--- config.mk ---
export PLATFORM = sky130hd
export DESIGN_NAME = pamac_booth_seq_flat
export DESIGN_NICKNAME = d
export VERILOG_FILES = /design/src/rtl/pamac_pkg.sv /design/src/rtl/pamac_booth_seq_if.sv /design/src/rtl/pamac_booth_seq_recoder.sv /design/src/rtl/pamac_booth_seq.sv /design/src/flat_wrapper.sv
export SDC_FILE = /design/constraint.sdc
export NUM_CORES = 1
export LEC_CHECK = 0
export CORE_MARGIN = 2
export CORE_UTILIZATION = 30
export DETAILED_ROUTE_END_ITERATION = 8
export GPL_ROUTABILITY_DRIVEN = 0
export PLACE_DENSITY = 0.6
export SLEW_MARGIN = 30
export SYNTH_ARGS = -nofsm -noshare
export SYNTH_HDL_FRONTEND = slang
export SYNTH_SLANG_ARGS = --single-unit
--- constraint.sdc ---
create_clock -name clk -period 5.2 [get_ports clk]
set_input_delay 0.78 -clock clk [delete_from_list [all_inputs] [get_ports clk]]
set_output_delay 0.78 -clock clk [all_outputs]
set_load 0.02 [all_outputs]
--- src/rtl/pamac_pkg.sv ---
// Shared constants and types for the PAMAC Booth radix-4 control sequencer.
package pamac_pkg;

    localparam int unsigned DATA_W  = 16;
    localparam int unsigned DIGITS  = DATA_W / 2;
    localparam int unsigned SHIFT_W = 3;

    // One recoded radix-4 digit: value = (neg ? -1 : +1) * (double ? 2 : 1), or 0 when !nonzero
    typedef struct packed {
        logic neg;
        logic double;
        logic nonzero;
    } booth_digit_t;

    typedef enum logic [0:0] {
        IDLE = 1'b0,
        RUN  = 1'b1
    } state_e;

endpackage

--- src/rtl/pamac_booth_seq_if.sv ---
// Operand handshake between the PE operand buffers and the Booth sequencer.
interface pamac_booth_seq_if;
    import pamac_pkg::*;

    logic              in_valid;
    logic              in_ready;
    logic [DATA_W-1:0] mult;
    logic              sel_in;

    modport master (output in_valid, output mult, output sel_in, input in_ready);
    modport slave  (input in_valid, input mult, input sel_in, output in_ready);

endinterface

--- src/rtl/pamac_booth_seq_recoder.sv ---
// Combinational radix-4 Booth recoder: per-digit records plus the non-zero digit mask.
module booth_r4_recoder
    import pamac_pkg::*;
(
    input  logic                        [DATA_W-1:0] mult,
    output booth_digit_t [DIGITS-1:0]                digits,
    output logic                        [DIGITS-1:0] mask
);

    logic [DATA_W:0] m_ext;
    logic [2:0]      trip;

    // Bit 0 of m_ext stands in for mult[-1] = 0
    assign m_ext = {mult, 1'b0};

    always_comb begin
        digits = '0;
        mask   = '0;
        trip   = '0;
        for (int k = 0; k < int'(DIGITS); k++) begin
            trip = m_ext[2*k +: 3];
            case (trip)
                3'b001, 3'b010: digits[k] = '{neg: 1'b0, double: 1'b0, nonzero: 1'b1};
                3'b011:         digits[k] = '{neg: 1'b0, double: 1'b1, nonzero: 1'b1};
                3'b100:         digits[k] = '{neg: 1'b1, double: 1'b1, nonzero: 1'b1};
                3'b101, 3'b110: digits[k] = '{neg: 1'b1, double: 1'b0, nonzero: 1'b1};
                default:        digits[k] = '0;
            endcase
            mask[k] = digits[k].nonzero;
        end
    end

endmodule

--- src/rtl/pamac_booth_seq.sv ---
// PAMAC Booth sequencer: issues one registered datapath control word per non-zero radix-4 digit.
// Optional issued-op counter on perf_ops when PAMAC_SEQ_PERF_CNT_EN is defined.
module pamac_booth_seq
    import pamac_pkg::*;
(
    input  logic               clk,
    input  logic               rst_n,
    pamac_booth_seq_if.slave   opnd,
    output logic               mul_sel,
    output logic [SHIFT_W-1:0] shift_ctrl,
    output logic               double,
    output logic               neg,
    output logic               first_cycle,
    output logic               DFF_en,
    output logic               busy,
    output logic               last,
    output logic [31:0]        perf_ops
);

    localparam logic [0:0] S_IDLE = 1'(IDLE);
    localparam logic [0:0] S_RUN  = 1'(RUN);

    logic [0:0] state_q, state_d;
    booth_digit_t [DIGITS-1:0] digits_q, digits_d, rec_digits, src_dig;
    logic [DIGITS-1:0] rec_mask, pend_mask, src_mask, rem;
    logic in_ready_q, in_ready_d, accept;
    logic sel_d, dbl_d, neg_d, first_d, busy_d, last_d;
    logic [SHIFT_W-1:0] shift_d, k_sel;

    booth_r4_recoder u_rec (
        .mult   (opnd.mult),
        .digits (rec_digits),
        .mask   (rec_mask)
    );

    assign opnd.in_ready = in_ready_q;
    assign accept        = opnd.in_valid & in_ready_q;

    // Digits still to issue are those whose nonzero flag has not been cleared
    always_comb begin
        pend_mask = '0;
        for (int i = 0; i < int'(DIGITS); i++) begin
            pend_mask[i] = digits_q[i].nonzero;
        end
    end

    // Next op selection; outputs are computed one cycle ahead and registered
    always_comb begin
        state_d  = S_IDLE;
        digits_d = digits_q;
        sel_d    = mul_sel;
        shift_d  = shift_ctrl;
        dbl_d    = 1'b0;
        neg_d    = 1'b0;
        first_d  = 1'b0;
        busy_d   = 1'b0;
        last_d   = 1'b0;
        src_mask = pend_mask;
        src_dig  = digits_q;
        k_sel    = '0;
        rem      = '0;

        if (accept) begin
            sel_d    = opnd.sel_in;
            src_mask = rec_mask;
            src_dig  = rec_digits;
        end

        if (accept && (rec_mask == '0)) begin
            // Zero operand: +1 now and a queued -1 at k=0 so the product nets to 0
            busy_d      = 1'b1;
            first_d     = 1'b1;
            shift_d     = '0;
            digits_d    = '0;
            digits_d[0] = '{neg: 1'b1, double: 1'b0, nonzero: 1'b1};
        end else if ((accept || (state_q == S_RUN)) && (src_mask != '0)) begin
            for (int i = int'(DIGITS) - 1; i >= 0; i--) begin
                if (src_mask[i]) k_sel = SHIFT_W'(i);
            end
            rem                   = src_mask;
            rem[k_sel]            = 1'b0;
            digits_d              = src_dig;
            digits_d[k_sel].nonzero = 1'b0;
            busy_d  = 1'b1;
            first_d = accept;
            shift_d = k_sel;
            dbl_d   = src_dig[k_sel].double;
            neg_d   = src_dig[k_sel].neg;
            last_d  = (rem == '0);
        end

        if (busy_d) state_d = S_RUN;
        in_ready_d = ~busy_d | last_d;
    end

    always_ff @(posedge clk or negedge rst_n) begin
        if (!rst_n) begin
            state_q     <= S_IDLE;
            digits_q    <= '0;
            in_ready_q  <= 1'b1;
            mul_sel     <= 1'b0;
            shift_ctrl  <= '0;
            double      <= 1'b0;
            neg         <= 1'b0;
            first_cycle <= 1'b0;
            DFF_en      <= 1'b0;
            busy        <= 1'b0;
            last        <= 1'b0;
        end else begin
            state_q     <= state_d;
            digits_q    <= digits_d;
            in_ready_q  <= in_ready_d;
            mul_sel     <= sel_d;
            shift_ctrl  <= shift_d;
            double      <= dbl_d;
            neg         <= neg_d;
            first_cycle <= first_d;
            DFF_en      <= busy_d;
            busy        <= busy_d;
            last        <= last_d;
        end
    end

`ifdef PAMAC_SEQ_PERF_CNT_EN
    logic [31:0] perf_q;

    always_ff @(posedge clk or negedge rst_n) begin
        if (!rst_n) begin
            perf_q <= '0;
        end else if (busy) begin
            perf_q <= perf_q + 32'd1;
        end
    end

    assign perf_ops = perf_q;
`else
    assign perf_ops = '0;
`endif

endmodule

--- src/flat_wrapper.sv ---
// flat-port wrapper written by rule: the top's interface ports become plain ports
module pamac_booth_seq_flat import pamac_pkg::*;
  (clk, rst_n, mul_sel, shift_ctrl, double, neg, first_cycle, DFF_en, busy, last, perf_ops, opnd_in_valid, opnd_mult, opnd_sel_in, opnd_in_ready);
  pamac_booth_seq_if opnd_i ();
  input  logic clk;
  input  logic rst_n;
  output logic mul_sel;
  output logic [SHIFT_W-1:0] shift_ctrl;
  output logic double;
  output logic neg;
  output logic first_cycle;
  output logic DFF_en;
  output logic busy;
  output logic last;
  output logic [31:0] perf_ops;
  input wire logic [$bits(opnd_i.in_valid)-1:0] opnd_in_valid;
  input wire logic [$bits(opnd_i.mult)-1:0] opnd_mult;
  input wire logic [$bits(opnd_i.sel_in)-1:0] opnd_sel_in;
  output wire logic [$bits(opnd_i.in_ready)-1:0] opnd_in_ready;
  assign opnd_i.in_valid = opnd_in_valid;
  assign opnd_i.mult = opnd_mult;
  assign opnd_i.sel_in = opnd_sel_in;
  assign opnd_in_ready = opnd_i.in_ready;
  pamac_booth_seq u_core (.clk(clk), .rst_n(rst_n), .opnd(opnd_i), .mul_sel(mul_sel), .shift_ctrl(shift_ctrl), .double(double), .neg(neg), .first_cycle(first_cycle), .DFF_en(DFF_en), .busy(busy), .last(last), .perf_ops(perf_ops));
endmodule
==> run metrics <==
port bufs=30; Final period util=0.689; Synth top area share=0.316; Fin Setup TNS=0 ns; Sw Pwr=0.000779 W; final slew viol count=0; Fin Clk Skew=about 0.0095 ns; RSZ-0062 raised after global routing=false; Post-CTS Resized=0; Post-synth EDFFs=0; I/O pin total=63; grt total ovfl=0; post-synth top area cell=dfrtp_1; core box area=8590 um^2; CTS tree=built; All-Layer GR Usage=0.138; WP data required=5.38 ns; Worst setup SP type=input pin; Diodes inserted=0; hold buffer count at cts=0; share of post-route cells with drive strength above 1=0.125; Clock Path Buffers=2; r2r setup slk=2.35 ns; crit-path cells=clkdlybuf4s50_1 -> nand2_4 -> inv_2 -> a31o_4 -> nor4_4 -> a21o_1 -> mux2i_1 -> o21ai_1; Logic pwr share=0.607; # rows=34; Crit Path Class=input pin to register; Reg power frac=0.268; Max VDD drop=between 150 and 200 uV; routed wire length=6.46 mm; largest net degree at the start of global routing=35; Syn Area/Cell=8.96 um^2; first-pass GRT wire length=about 11 mm; average wire per standard cell=~15 um; max_slew headroom=0.481; Initial DRC Count=175; Hold WS=0.476 ns; Int Power=0.000891 W; Post-DP HPWL=roughly 4.8 mm; Distinct cells, synth=63; Least-Margin Pin Slew=between 0.7 and 0.8 ns; synth-to-layout area growth=10.6%; CP top delay family=compound AO/OA/AOI/OAI gates; Critical-path top delay cell=clkdlybuf4s50_1; Fin. Hold Viols=0; CTS sink cnt=34; Setup Viol. Count Final=0; Post-CTS Setup Bufs=0; clk root buf=clkbuf_8; antenna-violating nets left=0; Arr. time, crit path=3.76 ns; met2 wire length=2.94 mm; initial antenna violation count=0; Synth Warn #=0; final worst path period need=3.58 ns; Synth area leaders=dfrtp_1, buf_4, nor2_1, nand2_1, a31oi_1; Worst setup EP type=register; vias in the first global route=2,080; worst-path maximum fanout=33; CTS Buf Count=5; Seq cells post-synth=34; P per Cell Area=577 nW/um^2; outcome=completed; sw frac=0.466; die width=97.4 um; die area=9480 um^2; worst hold path type=register to register; worst skew pair latency=0.30 ns; starting density of the core=0.304; Syn Std Cell Area=~2600 um^2; Syn Inst Count=292; clock-pin slew of the registers on the worst-case setup and hold paths=0.07 ns; # DRC=0; die height=97.4 um; fraction of registers with async set or reset after synthesis=1.00; vias per inst=5.26; P_leak=1.15 nW; H-tree depth=2; max-cap violation count=0; predominant post-synthesis flop cell=dfrtp_1; sequential area share after synthesis=0.326; Top Metal Used=met4; max incr delay on CP=0.63 ns; Buffers & Inverters on Critical Path=2; vias=~2,200; fmax=0.279 GHz; Layout Nets=331; Metal-1 WL=2.99 mm; Met3 Wirelength=just over 400 um; Initial DRT Pass Iterations=4; clock share of power=0.125
logic make-up after synthesis:
group           after synthesis  share of synthesized area
buf+inv                      55                      0.150
simple gates                 98                      0.209
compound gates              102                      0.306
other cells                   1                    0.00143
flops                        34                      0.326
mux                           2                    0.00813
worst paths after layout:
kind / startpoint / to / cells after the start
min in group asynchronous: rst_n / u_core.neg / 2
hold / removal: u_core.mul_sel / u_core.mul_sel / 2
max in group asynchronous: rst_n / u_core.opnd.in_ready / 2
setup reg to reg: u_core.opnd.in_ready / u_core.opnd.in_ready / 7
hold reg to reg: u_core.mul_sel / u_core.mul_sel / 2
setup / recovery: opnd_in_valid / u_core.digits_q[3] / 8
layout by cell type, fill, tap and decap left out, types with 6 or more instances in the layout:
cell             netlist  layout
dfrtp_1               33      33
conb_1                 1      32
clkdlybuf4s50_1        0      30
nor2_1                27      27
nand2_1               22      22
o21ai_0               13      13
nand3_1               12      12
a31oi_1               11      11
a21boi_0               8       8
a21oi_1                8       8
nand3b_1               6       6
clkbuf_8               0       6
registers in the layout, summed over array words and instances, names as in the netlist:
name and count:
u_core.DFF_en 1, u_core.digits_q 24, u_core.shift_ctrl 3, u_core.mul_sel 1, u_core.last 1, u_core.neg 1, u_core.double 1, u_core.first_cycle 1
u_core.opnd.in_ready 1
layer usage:
metal | track usage | vias to the layer above
met5 | 0 | -
met4 | 0.0524 | 0
met3 | 0.0302 | 9
met2 | 0.211 | 80
met1 | 0.190 | 1053
li1 | - | 1068
Yosys cell counts, drive strengths merged (4+ instances only):
cell / number
nand3b: 6
buf: 48
or3: 5
a22o: 4
inv: 5
a31oi: 14
o21ai: 16
nor3: 4
nor2: 28
o21a: 4
nand2: 24
or3b: 5
a31o: 9
a21oi: 9
o31ai: 5
nand3: 12
a211oi: 5
o211ai: 4
a21boi: 8
dfrtp: 33
power by group through the flow:
stage               Combinational (W)  Clock (W)  Sequential [W]
finish                        0.00101   0.000209        0.000448
global route                  0.00111   0.000225        0.000464
CTS                           0.00100   0.000214        0.000449
detailed placement           0.000995          0        0.000455
global placement             0.000992          0        0.000452
floorplan                    0.000759          0        0.000470
per-stage QoR:
| step | cells | instance area, um^2 | power (W) | worst slack (ns) | util |
|---|---|---|---|---|---|
| finish | 420 | 2890 | 0.00167 | 1.62 | 0.337 |
| global route | 420 | 2890 | 0.00179 | 1.43 | 0.337 |
| CTS | 420 | 2890 | 0.00167 | 1.65 | 0.337 |
| detailed placement | 412 | 2800 | 0.00145 | 1.36 | 0.326 |
| global placement | 412 | 2800 | 0.00144 | 1.41 | 0.326 |
| floorplan | 323 | 2730 | 0.00123 | 2.69 | - |
area by class of cell:
| type | count | area, um^2 |
|---|---|---|
| clock inverter | 1 | 5.00 |
| fill | 915 | 5700 |
| clock buffer | 7 | 86.3 |
| timing repair buffer | 31 | 308 |
| tap | 108 | 135 |
| multi-input combinational | 234 | 1490 |
| sequential | 34 | 852 |
| inverter | 5 | 18.8 |
worst min-delay path: cells and delay by family (launching register included):
| family | cells | cell delay, ns |
|---|---|---|
| simple gates | 2 | 0.10 |
| flops | 1 | 0.34 |
Note: power is estimated with default switching activity, not from simulation.
